File: src/rtl/use_proto_pkg.sv
// Shared framing constants for the UART control protocol. The transmit-side frame builder and
// the receive-side parser both import this, so the two ends agree on layout and byte positions.
package use_proto_pkg;

    localparam int unsigned FRAME_LEN = 8;

    localparam logic [7:0] DEF_HEAD0 = 8'hAB;
    localparam logic [7:0] DEF_HEAD1 = 8'hCD;
    localparam logic [7:0] DEF_TAIL  = 8'hEF;

    // Byte positions within a frame; time is carried little-endian.
    localparam int unsigned IDX_HEAD0 = 0;
    localparam int unsigned IDX_HEAD1 = 1;
    localparam int unsigned IDX_CTRL  = 2;
    localparam int unsigned IDX_T0    = 3;
    localparam int unsigned IDX_T1    = 4;
    localparam int unsigned IDX_T2    = 5;
    localparam int unsigned IDX_T3    = 6;
    localparam int unsigned IDX_TAIL  = 7;

    typedef logic [FRAME_LEN-1:0][7:0] frame_t;

    function automatic frame_t build_frame(input logic [7:0]  head0,
                                           input logic [7:0]  head1,
                                           input logic [7:0]  tail,
                                           input logic [7:0]  ctrl,
                                           input logic [31:0] time_val);
        frame_t f;
        f            = '0;
        f[IDX_HEAD0] = head0;
        f[IDX_HEAD1] = head1;
        f[IDX_CTRL]  = ctrl;
        f[IDX_T0]    = time_val[7:0];
        f[IDX_T1]    = time_val[15:8];
        f[IDX_T2]    = time_val[23:16];
        f[IDX_T3]    = time_val[31:24];
        f[IDX_TAIL]  = tail;
        return f;
    endfunction

endpackage

File: src/rtl/use_send.sv
// Transmit-side frame builder: latches ctrl/time_ctrl on a request and feeds the 8-byte frame
// one byte at a time to uart_tx, with a per-byte timeout on tx_done. All outputs are registered.
module use_send
    import use_proto_pkg::*;
#(
    parameter logic [7:0]  HEAD0      = DEF_HEAD0,
    parameter logic [7:0]  HEAD1      = DEF_HEAD1,
    parameter logic [7:0]  TAIL       = DEF_TAIL,
    parameter int unsigned TX_TIMEOUT = 50000
) (
    input  logic        sclk,
    input  logic        rst,
    input  logic        send_req,
    input  logic [7:0]  ctrl,
    input  logic [31:0] time_ctrl,
    input  logic        tx_done,
    output logic [7:0]  tx_data,
    output logic        tx_start,
    output logic        busy,
    output logic        frame_done,
    output logic        frame_err,
    output logic        req_drop
);

    // A zero timeout disables the counter; keep it one bit wide so it still elaborates.
    localparam int unsigned CNT_W = (TX_TIMEOUT > 0) ? $clog2(TX_TIMEOUT + 1) : 1;
    localparam logic [CNT_W-1:0] CNT_LAST = (TX_TIMEOUT > 0) ? CNT_W'(TX_TIMEOUT - 1) : '0;
    localparam logic [CNT_W-1:0] CNT_MAX  = '1;
    localparam logic [CNT_W-1:0] CNT_ONE  = CNT_W'(1);

    typedef enum logic [1:0] {
        StIdle = 2'd0,
        StSend = 2'd1,
        StWait = 2'd2,
        StDone = 2'd3
    } state_e;

    state_e           state_q, state_d;
    frame_t           frame_q, frame_d;
    logic [2:0]       idx_q, idx_d;
    logic [CNT_W-1:0] cnt_q, cnt_d;
    logic [7:0]       tx_data_q, tx_data_d;
    logic             tx_start_q, tx_start_d;
    logic             busy_q, busy_d;
    logic             frame_done_q, frame_done_d;
    logic             frame_err_q, frame_err_d;
    logic             req_drop_q, req_drop_d;

    // Next state and next registered outputs; pulses default low every cycle.
    always_comb begin
        state_d      = state_q;
        frame_d      = frame_q;
        idx_d        = idx_q;
        cnt_d        = cnt_q;
        tx_data_d    = tx_data_q;
        tx_start_d   = 1'b0;
        busy_d       = busy_q;
        frame_done_d = 1'b0;
        frame_err_d  = 1'b0;
        req_drop_d   = 1'b0;

        // Only IDLE accepts requests; anything else is dropped and reported.
        if (send_req && (state_q != StIdle)) begin
            req_drop_d = 1'b1;
        end

        unique case (state_q)
            StIdle: begin
                if (send_req) begin
                    frame_d    = build_frame(HEAD0, HEAD1, TAIL, ctrl, time_ctrl);
                    idx_d      = 3'd0;
                    tx_start_d = 1'b1;
                    tx_data_d  = HEAD0;
                    busy_d     = 1'b1;
                    state_d    = StSend;
                end
            end
            StSend: begin
                cnt_d   = '0;
                state_d = StWait;
            end
            StWait: begin
                // tx_done wins over a timeout expiring in the same cycle.
                if (tx_done) begin
                    if (idx_q == 3'd7) begin
                        frame_done_d = 1'b1;
                        state_d      = StDone;
                    end else begin
                        idx_d      = idx_q + 3'd1;
                        tx_start_d = 1'b1;
                        tx_data_d  = frame_q[idx_q + 3'd1];
                        state_d    = StSend;
                    end
                end else if ((TX_TIMEOUT != 0) && (cnt_q == CNT_LAST)) begin
                    frame_err_d = 1'b1;
                    busy_d      = 1'b0;
                    state_d     = StIdle;
                end else if ((TX_TIMEOUT != 0) && (cnt_q != CNT_MAX)) begin
                    cnt_d = cnt_q + CNT_ONE;
                end
            end
            StDone: begin
                busy_d  = 1'b0;
                state_d = StIdle;
            end
            default: begin
                state_d = StIdle;
            end
        endcase
    end

    // State, frame latch, index, timeout counter and output registers; reset abandons any frame.
    always_ff @(posedge sclk) begin
        if (rst) begin
            state_q      <= StIdle;
            frame_q      <= '0;
            idx_q        <= 3'd0;
            cnt_q        <= '0;
            tx_data_q    <= 8'd0;
            tx_start_q   <= 1'b0;
            busy_q       <= 1'b0;
            frame_done_q <= 1'b0;
            frame_err_q  <= 1'b0;
            req_drop_q   <= 1'b0;
        end else begin
            state_q      <= state_d;
            frame_q      <= frame_d;
            idx_q        <= idx_d;
            cnt_q        <= cnt_d;
            tx_data_q    <= tx_data_d;
            tx_start_q   <= tx_start_d;
            busy_q       <= busy_d;
            frame_done_q <= frame_done_d;
            frame_err_q  <= frame_err_d;
            req_drop_q   <= req_drop_d;
        end
    end

    assign tx_data    = tx_data_q;
    assign tx_start   = tx_start_q;
    assign busy       = busy_q;
    assign frame_done = frame_done_q;
    assign frame_err  = frame_err_q;
    assign req_drop   = req_drop_q;

endmodule

File: config.mk
export PLATFORM = sky130hd
export DESIGN_NAME = use_send
export DESIGN_NICKNAME = d
export VERILOG_FILES = /design/src/rtl/use_proto_pkg.sv /design/src/rtl/use_send.sv
export SDC_FILE = /design/constraint.sdc
export NUM_CORES = 1
export LEC_CHECK = 0
export BUFFER_PORTS_ARGS = -buffer_cell sky130_fd_sc_hd__buf_2
export CORE_MARGIN = 8
export CORE_UTILIZATION = 50
export DETAILED_ROUTE_END_ITERATION = 8
export PLACE_DENSITY = 0.78
export SETUP_SLACK_MARGIN = 0.15
export SLEW_MARGIN = 20
export SYNTH_ARGS = -nofsm -noshare
export SYNTH_HDL_FRONTEND = slang
export SYNTH_SLANG_ARGS = --single-unit
File: constraint.sdc
create_clock -name sclk -period 2.2 [get_ports sclk]
set_input_delay 0.44 -clock sclk [delete_from_list [all_inputs] [get_ports sclk]]
set_output_delay 0.44 -clock sclk [all_outputs]
set_load 0.02 [all_outputs]
==> results.md <==
Run status:
- The run finished with clean final reports.

Detailed routing:
- Once detail routing completed, the nets flagged for antenna violations numbered 0.
- The final route contains 3151 vias.
- The routed wirelength normalized by instance count is 15.19 µm.
- The count of unresolved DRC violations after routing is 0.
- The via-per-instance ratio is 5.719.
- The length of the first detailed-routing pass in iterations is 4.
- The total length of routed wires is 8.370 mm.
- The number of DRC violations after detailed-routing iteration 0 is about 170.

Clock tree:
- Counting every sink on the clock net gives 75.
- In this run the post-CTS setup repair buffer count came out at 0.
- The H-tree was split into 3 levels.
- The post-cts sizing count is 0.
- The clock input transition at the sequential cells of the worst setup and hold paths is 0.08 ns.
- The buffer levels on the longest clock path is 2.
- The clock tree from TritonCTS is yes.
- The number of clock buffers added by TritonCTS is 9.
- Clock tree synthesis selected as its root buffer the cell sky130_fd_sc_hd__clkbuf_8.
- The number of hold buffers added after CTS was 0.
- At the later pin of the worst-skew pair, clock insertion delay measures 0.35 ns.

Floorplan:
- The number of cell rows is 30.
- The initial utilization of the core area, before any placement, comes to just over 50%.
- From bottom edge to top edge, the die measures 99.23 µm.
- The core box area is 6756 µm².
- For this design the top-level I/O count stands at 57.
- The die footprint is 9846 µm².
- Measured along the x axis, the die boundary spans 99.23 µm.

Synth:
- The Yosys step of the flow raised 0 warnings.
- The number of synthesized flops with an enable pin is 0.
- When the netlist entered floorplanning its net count stood at 468.
- For this run, the leading register cell type out of synthesis is sky130_fd_sc_hd__dfxtp_1.
- The synthesized netlist occupies a cell area of 3463 µm².
- Synthesis produced 417 cells.
- Synthesis instantiated 51 different standard cells from the library.
- The synthesized design contains between 70 and 80 register bits.
- The share of synthesized registers carrying an async set or reset is 0%.
- The post-synthesis area per instance is 8.305 µm².
- The part of the Yosys area used for sequential elements is 43.35%.

Global route:
- The wire length of the first global-routing pass is 14.34 mm.
- The largest net degree at the start of global routing is 51.
- The number of antenna violations at the first check in global routing came to 0.
- Global routing used 17.63% of the available tracks across all layers.
- After global routing the overflow that remains totals 0.
- The number of global-route vias before repair came to just over 3000.

STA:
- The final hold violation count is 0.
- The minimum clock period after layout is 1.893 ns.
- For the pin with the worst max-slew slack, the measured transition is ~0.53 ns.
- Between clock sinks in the finished design, the worst skew comes to 0.007601 ns.
- The number of max-slew violations in the final report came to 0.
- Setup total negative slack on the finished layout was measured at 0 ns.
- Setup violations remaining at the end of the flow were counted as 0.
- The minimum setup slack in the final design is 0.3071 ns.
- The post-route clock period utilization is 86.04%.
- The maximum operating frequency is 528.3 MHz.
- Setup repair after global routing left no endpoint under its margin.
- Headroom to the max-slew limit came out at 64.49%.

Finish:
- The number of nets in the final layout is between 500 and 600.
- Across the whole layout, storage elements account for 1501 µm².
- Cells fill 59.69% of the core in the end.
- After filler insertion, the fill cell instance count of the layout stands at 604.
- Cells with a size suffix above 1 make up between 20% and 30% of the layout.
- The multi-input combinational cells in the finished layout cover a total of 1836 µm².
- The signed area change from the synthesized netlist to the final layout is 16.44%.
- The diode insertion count for antenna repair is 0.

Critical path:
- The maximum fanout along the worst path is 13.
- The sort of element at the end of the critical path is a flip-flop.
- The data arrival time of the critical path is 2.16 ns.
- STA classifies the critical path startpoint as a flip-flop.
- For the worst setup path, the data required time is roughly 2.5 ns.
- In this run the critical register-to-register path is launched from state_q[1].
- The origin of the worst setup path is state_q[1].
- The type of the setup path with the least slack is reg2reg.

Power and ir drop:
- The leakage power total is about 1.6 nW.
- The maximum resistive drop on vdd is 0.0005358 V.
- Power spread over the standard cell area amounts to 990.5 nW/µm².

Placed design:
- The post-detailed-placement half-perimeter wirelength is 6.016 mm.
- Prior to clock tree synthesis, the placed netlist has a worst setup slack of between 0.2 and 0.25 ns.
- Routability-driven placement finished with a final weighted congestion of between 0.9 and 1.
- The count of input and output buffers is 56.

Min path:
- The worst hold path startpoint is time_ctrl[30].
- The class of the most critical hold timing path is in2reg.

Flow run:
- The tool flagged a number of max-cap violations equal to 0.
==> registers in the layout, indices dropped and copies added, names as in the netlist <==
signal,flops
busy,1
frame_err,1
frame_q,41
tx_start,1
req_drop,1
cnt_q,16
tx_data,8
idx_q,3
frame_done,1
state_q,2
==> worst max-delay path, stage by stage (launching register included) <==
cell and delay [ns]:
sky130_fd_sc_hd__dfxtp_1 0.41, sky130_fd_sc_hd__ha_2 0.35, sky130_fd_sc_hd__nand2b_1 0.25, sky130_fd_sc_hd__or2_1 0.31
sky130_fd_sc_hd__or3_1 0.34, sky130_fd_sc_hd__a31oi_1 0.15
==> kinds of logic after synthesis <==
| family | count (synthesis) | synth area share (%) |
|---|---|---|
| compound gates | 116 | 21.10 |
| xor+xnor | 1 | 0.2529 |
| fa+ha+maj | 7 | 2.529 |
| buf+inv | 32 | 3.902 |
| flops | 75 | 43.35 |
| mux | 12 | 6.033 |
| simple gates | 174 | 22.83 |
==> path summary, 6_finish.rpt <==
path | cells after the start | to | slack [ns]
worst max register to register | 5 | cnt_q[15] | 0.31
worst min-delay path | 3 | frame_q[54] | 0.32
worst max-delay path | 5 | cnt_q[15] | 0.31
worst min register to register | 2 | frame_q[44] | 0.46
==> through the flow <==
step | cell area (µm²) | total power, W | cells | hold WS (ns)
4_1_cts | 4024 | 0.004013 | 551 | 0.3091
2_1_floorplan | 3463 | 0.002550 | 417 | 0.4315
5_1_grt | 4033 | 0.004251 | 551 | 0.3048
3_3_place_gp | 3815 | 0.002866 | 535 | 0.4390
3_5_place_dp | 3815 | 0.002912 | 535 | 0.4431
6_report | 4033 | 0.003994 | 551 | 0.3186
==> power by group <==
| part | leakage (nW) | total [W] | internal, W | switching (W) |
|---|---|---|---|---|
| Combinational | 0.841 | 0.00120 | 0.000454 | 0.000744 |
| Clock | 0.0995 | 0.00111 | 0.000565 | 0.000544 |
| Sequential | 0.613 | 0.00169 | 0.00156 | 0.000132 |
==> synth_stat cells (3+ instances only) <==
library cell / number / area share, %
sky130_fd_sc_hd__a21oi_1: 58 / 8.4
sky130_fd_sc_hd__nand4_1: 5 / 0.90
sky130_fd_sc_hd__clkbuf_1: 21 / 2.3
sky130_fd_sc_hd__o21ai_0: 10 / 1.4
sky130_fd_sc_hd__mux4_2: 7 / 4.6
sky130_fd_sc_hd__o211ai_1: 4 / 0.87
sky130_fd_sc_hd__nand2_1: 101 / 11
sky130_fd_sc_hd__nor2b_1: 4 / 0.72
sky130_fd_sc_hd__nand3_1: 8 / 1.2
sky130_fd_sc_hd__mux2i_1: 4 / 1.2
sky130_fd_sc_hd__a311oi_1: 9 / 2.3
sky130_fd_sc_hd__inv_1: 3 / 0.33
sky130_fd_sc_hd__and2_1: 4 / 0.72
sky130_fd_sc_hd__dfxtp_1: 75 / 43
sky130_fd_sc_hd__a41oi_1: 3 / 0.76
sky130_fd_sc_hd__buf_2: 6 / 0.87
sky130_fd_sc_hd__ha_1: 7 / 2.5
sky130_fd_sc_hd__nor2_1: 22 / 2.4
sky130_fd_sc_hd__nor4_1: 3 / 0.54
sky130_fd_sc_hd__a211oi_1: 5 / 1.1
sky130_fd_sc_hd__a31oi_1: 7 / 1.3
sky130_fd_sc_hd__nand2b_1: 7 / 1.3
sky130_fd_sc_hd__a22oi_1: 5 / 1.1
sky130_fd_sc_hd__nor3_1: 3 / 0.43
==> layer usage <==
metal | track usage [%] | vias up | part of all wire (%)
met5 | 0 | - | 0
met4 | 7.800 | 0 | 0.98
met3 | 3.422 | 8 | 3.9
met2 | 30.48 | 73 | 52
met1 | 20.63 | 1480 | 43
li1 | - | 1590 | -
==> cells in the final DEF (no fill, tap or decap), drive strengths merged, types with 2 or more instances in the layout <==
| master | instances |
|---|---|
| inv | 5 |
| nand2b | 7 |
| and3 | 3 |
| a41oi | 3 |
| o21a | 2 |
| o22ai | 2 |
| a311oi | 9 |
| or3 | 3 |
| dfxtp | 75 |
| clkbuf | 10 |
| nand4 | 5 |
| a211oi | 5 |
| nand2 | 101 |
| nor2b | 4 |
| nand3 | 8 |
| o211ai | 5 |
| a21o | 2 |
| mux2i | 4 |
| nor2 | 22 |
| a22oi | 5 |
| nor3 | 3 |
| nor3b | 2 |
| and2 | 5 |
| ha | 7 |
| o21ai | 10 |
| clkinvlp | 2 |
| buf | 67 |
| a221o | 2 |
| nor4 | 3 |
| a311o | 2 |
| mux4 | 7 |
| a21oi | 58 |
| a31oi | 7 |
| and4 | 3 |
==> area by class of cell <==
| class | instances | share of cell area [%] |
|---|---|---|
| clock buffer | 10 | 3.413 |
| clock inverter | 6 | 1.769 |
| inverter | 3 | 0.2792 |
| multi-input combinational | 310 | 45.52 |
| sequential | 75 | 37.23 |
| tap | 80 | 2.482 |
| timing repair buffer | 67 | 9.308 |
No activity file was read; power rests on OpenSTA's default activity.
